[config.mk]
export PLATFORM = sky130hd
export DESIGN_NAME = multicycle_mem_port
export DESIGN_NICKNAME = d
export VERILOG_FILES = /design/src/rtl/multicycle_mem_port.sv
export SDC_FILE = /design/constraint.sdc
export NUM_CORES = 1
export LEC_CHECK = 0
export ABC_AREA = 1
export CORE_UTILIZATION = 50
export DETAILED_ROUTE_END_ITERATION = 7
export GPL_TIMING_DRIVEN = 0
export PLACE_DENSITY = 0.86
export SLEW_MARGIN = 20
export SYNTH_ARGS = -nofsm -noshare
export SYNTH_HDL_FRONTEND = slang
export SYNTH_SLANG_ARGS = --single-unit
[constraint.sdc]
create_clock -name clk -period 2.9 [get_ports clk]
set_input_delay 0.58 -clock clk [delete_from_list [all_inputs] [get_ports clk]]
set_output_delay 0.58 -clock clk [all_outputs]
set_load 0.05 [all_outputs]
[src/rtl/multicycle_mem_port.sv]
`default_nettype none
// ============================================================================
// Module   : multicycle_mem_port
// Purpose  : Shared fetch/load/store memory port. Splits a core word into
//            narrow memory beats and tolerates memory wait states.
// Revision : 1.0
// ============================================================================
module multicycle_mem_port #(
  parameter int ADDRESS_SIZE = 20,
  parameter int WORD_SIZE    = 64,
  parameter int MEM_WIDTH    = 16,
  parameter int TIMEOUT      = 255
) (
  input  logic                    clk,
  input  logic                    rst_n,
  input  logic                    req_valid,
  output logic                    req_ready,
  input  logic                    req_write,
  input  logic [ADDRESS_SIZE-1:0] req_addr,
  input  logic [WORD_SIZE-1:0]    req_wdata,
  output logic                    rsp_valid,
  input  logic                    rsp_ready,
  output logic [WORD_SIZE-1:0]    rsp_rdata,
  output logic                    rsp_error,
  output logic                    mem_en,
  output logic                    mem_we,
  output logic [ADDRESS_SIZE-1:0] mem_addr,
  output logic [MEM_WIDTH-1:0]    mem_wdata,
  input  logic [MEM_WIDTH-1:0]    mem_rdata,
  input  logic                    mem_ack
);

  localparam int BEATS  = WORD_SIZE / MEM_WIDTH;
  localparam int BEAT_W = (BEATS > 1) ? $clog2(BEATS) : 1;
  localparam int WAIT_W = (TIMEOUT > 0) ? $clog2(TIMEOUT + 1) : 1;

  localparam logic [BEAT_W-1:0] LAST_BEAT   = BEAT_W'(BEATS - 1);
  localparam logic [WAIT_W-1:0] TIMEOUT_CNT = WAIT_W'(TIMEOUT);

  typedef enum logic [1:0] {
    IDLE   = 2'd0,
    ACCESS = 2'd1,
    RESP   = 2'd2
  } state_t;

  state_t                  state_q, state_d;
  logic [BEAT_W-1:0]       beat_q, beat_d;
  logic [WAIT_W-1:0]       wait_q, wait_d;
  logic [ADDRESS_SIZE-1:0] addr_q, addr_d;
  logic [WORD_SIZE-1:0]    wdata_q, wdata_d;
  logic [WORD_SIZE-1:0]    rdata_q, rdata_d;
  logic                    write_q, write_d;
  logic                    error_q, error_d;

  always_ff @(posedge clk or negedge rst_n) begin
    if (!rst_n) begin
      state_q <= IDLE;
      beat_q  <= '0;
      wait_q  <= '0;
      addr_q  <= '0;
      wdata_q <= '0;
      rdata_q <= '0;
      write_q <= 1'b0;
      error_q <= 1'b0;
    end else begin
      state_q <= state_d;
      beat_q  <= beat_d;
      wait_q  <= wait_d;
      addr_q  <= addr_d;
      wdata_q <= wdata_d;
      rdata_q <= rdata_d;
      write_q <= write_d;
      error_q <= error_d;
    end
  end

  always_comb begin
    state_d = state_q;
    beat_d  = beat_q;
    wait_d  = wait_q;
    addr_d  = addr_q;
    wdata_d = wdata_q;
    rdata_d = rdata_q;
    write_d = write_q;
    error_d = error_q;
    case (state_q)
      IDLE: begin
        if (req_valid) begin
          addr_d  = req_addr;
          wdata_d = req_wdata;
          write_d = req_write;
          rdata_d = '0;
          beat_d  = '0;
          wait_d  = '0;
          error_d = 1'b0;
          state_d = ACCESS;
        end
      end
      ACCESS: begin
        if (mem_ack) begin
          if (!write_q) begin
            rdata_d[beat_q*MEM_WIDTH +: MEM_WIDTH] = mem_rdata;
          end
          wait_d = '0;
          if (beat_q == LAST_BEAT) begin
            state_d = RESP;
          end else begin
            beat_d = beat_q + 1'b1;
          end
        end else begin
          wait_d = wait_q + 1'b1;
          // A zero TIMEOUT lets the counter wrap harmlessly and never aborts
          if ((TIMEOUT != 0) && (wait_d == TIMEOUT_CNT)) begin
            error_d = 1'b1;
            state_d = RESP;
          end
        end
      end
      RESP: begin
        if (rsp_ready) begin
          state_d = IDLE;
        end
      end
      default: state_d = IDLE;
    endcase
  end

  assign req_ready = (state_q == IDLE);
  assign mem_en    = (state_q == ACCESS);
  assign mem_we    = (state_q == ACCESS) && write_q;
  assign mem_addr  = (state_q == ACCESS) ? (addr_q + ADDRESS_SIZE'(beat_q)) : '0;
  assign mem_wdata = (state_q == ACCESS) ? wdata_q[beat_q*MEM_WIDTH +: MEM_WIDTH] : '0;
  assign rsp_valid = (state_q == RESP);
  assign rsp_rdata = (state_q == RESP) ? rdata_q : '0;
  assign rsp_error = (state_q == RESP) && error_q;

endmodule
`default_nettype wire

==> qor.yml <==
detailed_routing:
  firstDrtPassIters: 6
  wl_per_cell_um: 16.2
  ant_nets: 0
  vias_per_cell: 5.35
  vias: 8384
  drtIter0Drc: 702
  drt-total-wl_um: 25400
  route.detailed.drc: 0
timing:
  worstMarginPinSlew_ns: 0.609
  rsz0062_at_grt: "true"
  final_max_slew_viol_count: 0
  min_period_over_period_pct: 102
  setup_ws_ns: -0.0670
  hold_viol_final: 0
  setup_viol: 1
  timing.fmax_mhz: 337
  slew-limit-headroom_pct: 59.4
  period_needed_ns: 2.97
  final.setup_skew_ns: 0.00966
clock_tree:
  clk_latency_ns: 0.44
  numCtsBuffers: 17
  clock_path_buffers: 2
  cts_tree: "yes"
  clock-sinks: 162
  cts-hold-fix-buffers: 0
  h-tree-depth: 4
  cts_root_buf: "clkbuf_16"
  clkTransAtPathRegs_ns: 0.07
critical_path:
  r2r-start: "beat_q[0]$_DFFE_PN0P_"
  reg2reg_depth: 10
  arrival_ns: 2.39
  cp_max_fo: 4
  cp-start-kind: "flip-flop"
  worstSetupPathType: "flip-flop to output port"
  critPathLaunch: "beat_q[0]$_DFFE_PN0P_"
  cp-end-kind: "output port"
  cp_data_required_time_ns: 2.32
logic_synthesis:
  yosys_warnings: 0
  synth_seq_area_share_pct: 49.1
  syn_area_sq_um: 8260
  yosys_register_bits: 162
  yosysTopAreaCellShare_pct: 49.1
  yosysMostFrequentCell: "nand2_1"
  async_reset_ff_share_pct: 100
  syn_nets: 1213
  synth_edf_count: 0
  synthTopCellsByArea: "dfrtp_1 49%, nand2_1 14%, nor2_1 8.1%"
  synthFlopType: "dfrtp_1"
  avgSynthCellArea_sq_um: 7.53
  yosys.area.top_type: "dfrtp_1"
  ys_top_cells_by_count: "298 x nand2_1, 178 x nor2_1, 162 x dfrtp_1, 121 x o21ai_0, 108 x inv_1"
  synth_cell_types: 35
  syn-instance-count: 1098
layout:
  final_cell_area_sq_um: 11400
  nNetsFinal: 1452
  layout-drive-gt1-share_pct: 12.7
  multiInputGateArea_sq_um: 3550
  antenna_cells: 0
  area_growth_pct: 38.1
  final-seq-area_sq_um: 4060
  fill_cells: 1270
  post-route-util_pct: 71.3
global_routing:
  grt_overflow: 0
  grt_pass1_vias: 8007
  antenna_found_initial: 0
  grt_max_degree: 85
  grtUsageTotal_pct: 30.3
  grt_first_pass_wirelength_um: 39100
pwr:
  p_leak_uw: 0.00572
  cellPowerDensity_nw_per_um2: 980
  ir_drop_v: 0.000586
run:
  max_cap_viol_count: 0
min_path:
  hp-class: "input pin to asynchronous set/reset pin"
outcome:
  outcome: "finished with violations"
  violations: "setup timing"
floorplan:
  start_util_pct: 51.6
  fp.dieArea_sq_um: 17000
  die_w_um: 131
  core_area_sq_um: 16000
  io_pins: 211
  fp-row-count: 46
  fp.dieH_um: 131
placement:
  gp_congestion: 0.899
  place.port_buffers: 210
  place_area_sq_um: 10700
  hpwl_um: 18700
[logic make-up after synthesis]
logic type                 after synthesis  synth area share (%)
AOI/OAI and AO/OA                      162                  10.3
xor gates and xnor gates                 2                 0.212
adders and majority gates                9                  1.45
buffers and inverters                  174                  9.13
DFF                                    162                  49.1
and+or+nand+nor                        589                  29.8
[worst paths after layout]
kind	end	slack [ns]
setup / recovery	mem_addr[16]	-0.07
hold / removal	wait_q[4]$_DFFE_PN0P_	0.13
setup reg to reg	rdata_q[27]$_DFFE_PN0P_	0.38
hold reg to reg	wdata_q[16]$_DFFE_PN0P_	0.48
max in group asynchronous	addr_q[0]$_DFFE_PN0P_	1.94
min in group clk	wdata_q[16]$_DFFE_PN0P_	0.48
[sequential cells by signal (all words and copies together), names as in the netlist]
register,cells
addr_q,20
beat_q,2
error_q,1
rdata_q,64
state_q,2
wait_q,8
wdata_q,64
write_q,1
[routing by layer]
layer | wire, um | vias up | GRT usage, %
met5 | 0 | - | 0
met1 | 10200 | 3907 | 38.0
met4 | 912 | 0 | 13.9
met2 | 12400 | 465 | 51.2
met3 | 1920 | 77 | 5.29
li1 | - | 3935 | -
[placed cells by master, fill, tap and decap left out, types with 4 or more instances in the layout]
cell type	instances
nand2_1	295
nor2_1	173
dfrtp_1	159
o21ai_0	120
clkdlybuf4s50_1	109
inv_1	105
nand3_1	61
dlygate4sd2_1	37
buf_2	35
buf_4	26
a21oi_1	21
nand4_1	21
dlymetal6s2s_1	20
clkbuf_2	17
clkbuf_16	17
clkbuf_1	14
o21ai_1	10
nor3_1	9
ha_1	7
clkdlybuf4s15_2	7
nor2_2	6
buf_6	6
nor2_4	5
bufinv_16	5
inv_2	4
nor3_2	4
o22ai_1	4
clkdlybuf4s15_1	4
[worst max-delay path, stage by stage (launching register included)]
cell,delay (ns)
dfrtp_2,0.46
ha_4,0.19
fa_2,0.41
nand2_2,0.08
inv_2,0.05
nand3_4,0.09
nor2_4,0.05
nand2_2,0.11
nor2_4,0.04
xor2_1,0.13
nor2_1,0.14
buf_6,0.18
[power breakdown]
part | switching, uW | internal, uW
clock | 945 | 1580
sequential | 458 | 2930
combinational | 3720 | 1560
total | 5120 | 6060
[layout make-up]
class                      count  area share, %
buffer                        62           3.10
inverter                     112           3.72
timing repair buffer         220           18.3
sequential                   162           35.6
clock inverter                12           1.79
multi-input combinational    762           31.1
tap                          216           2.37
clock buffer                  20           4.00
[timing repair]
| item | in CTS | in global routing |
|---|---|---|
| endpoints found under the setup margin | 85 | 69 |
| pin swaps | 0 | 7 |
| gates resized for setup | 217 | 80 |
| buffers inserted | 0 | 9 |
[per-stage QoR]
step	hold slack [ns]	worst slack, ns	total power (uW)	std cells	setup TNS (ns)
after CTS	0.151	-0.186	11100	1557	-0.186
after global placement	0.457	-5.17	8510	1524	-840.42
after global routing	0.181	-0.141	11800	1566	-0.305
after floorplan	0.284	0.0279	6880	1098	0
after detailed placement	0.460	-0.432	8620	1525	-5.23
final	0.130	-0.0670	11200	1566	-0.0670
Power figures use the tool's default switching activity.
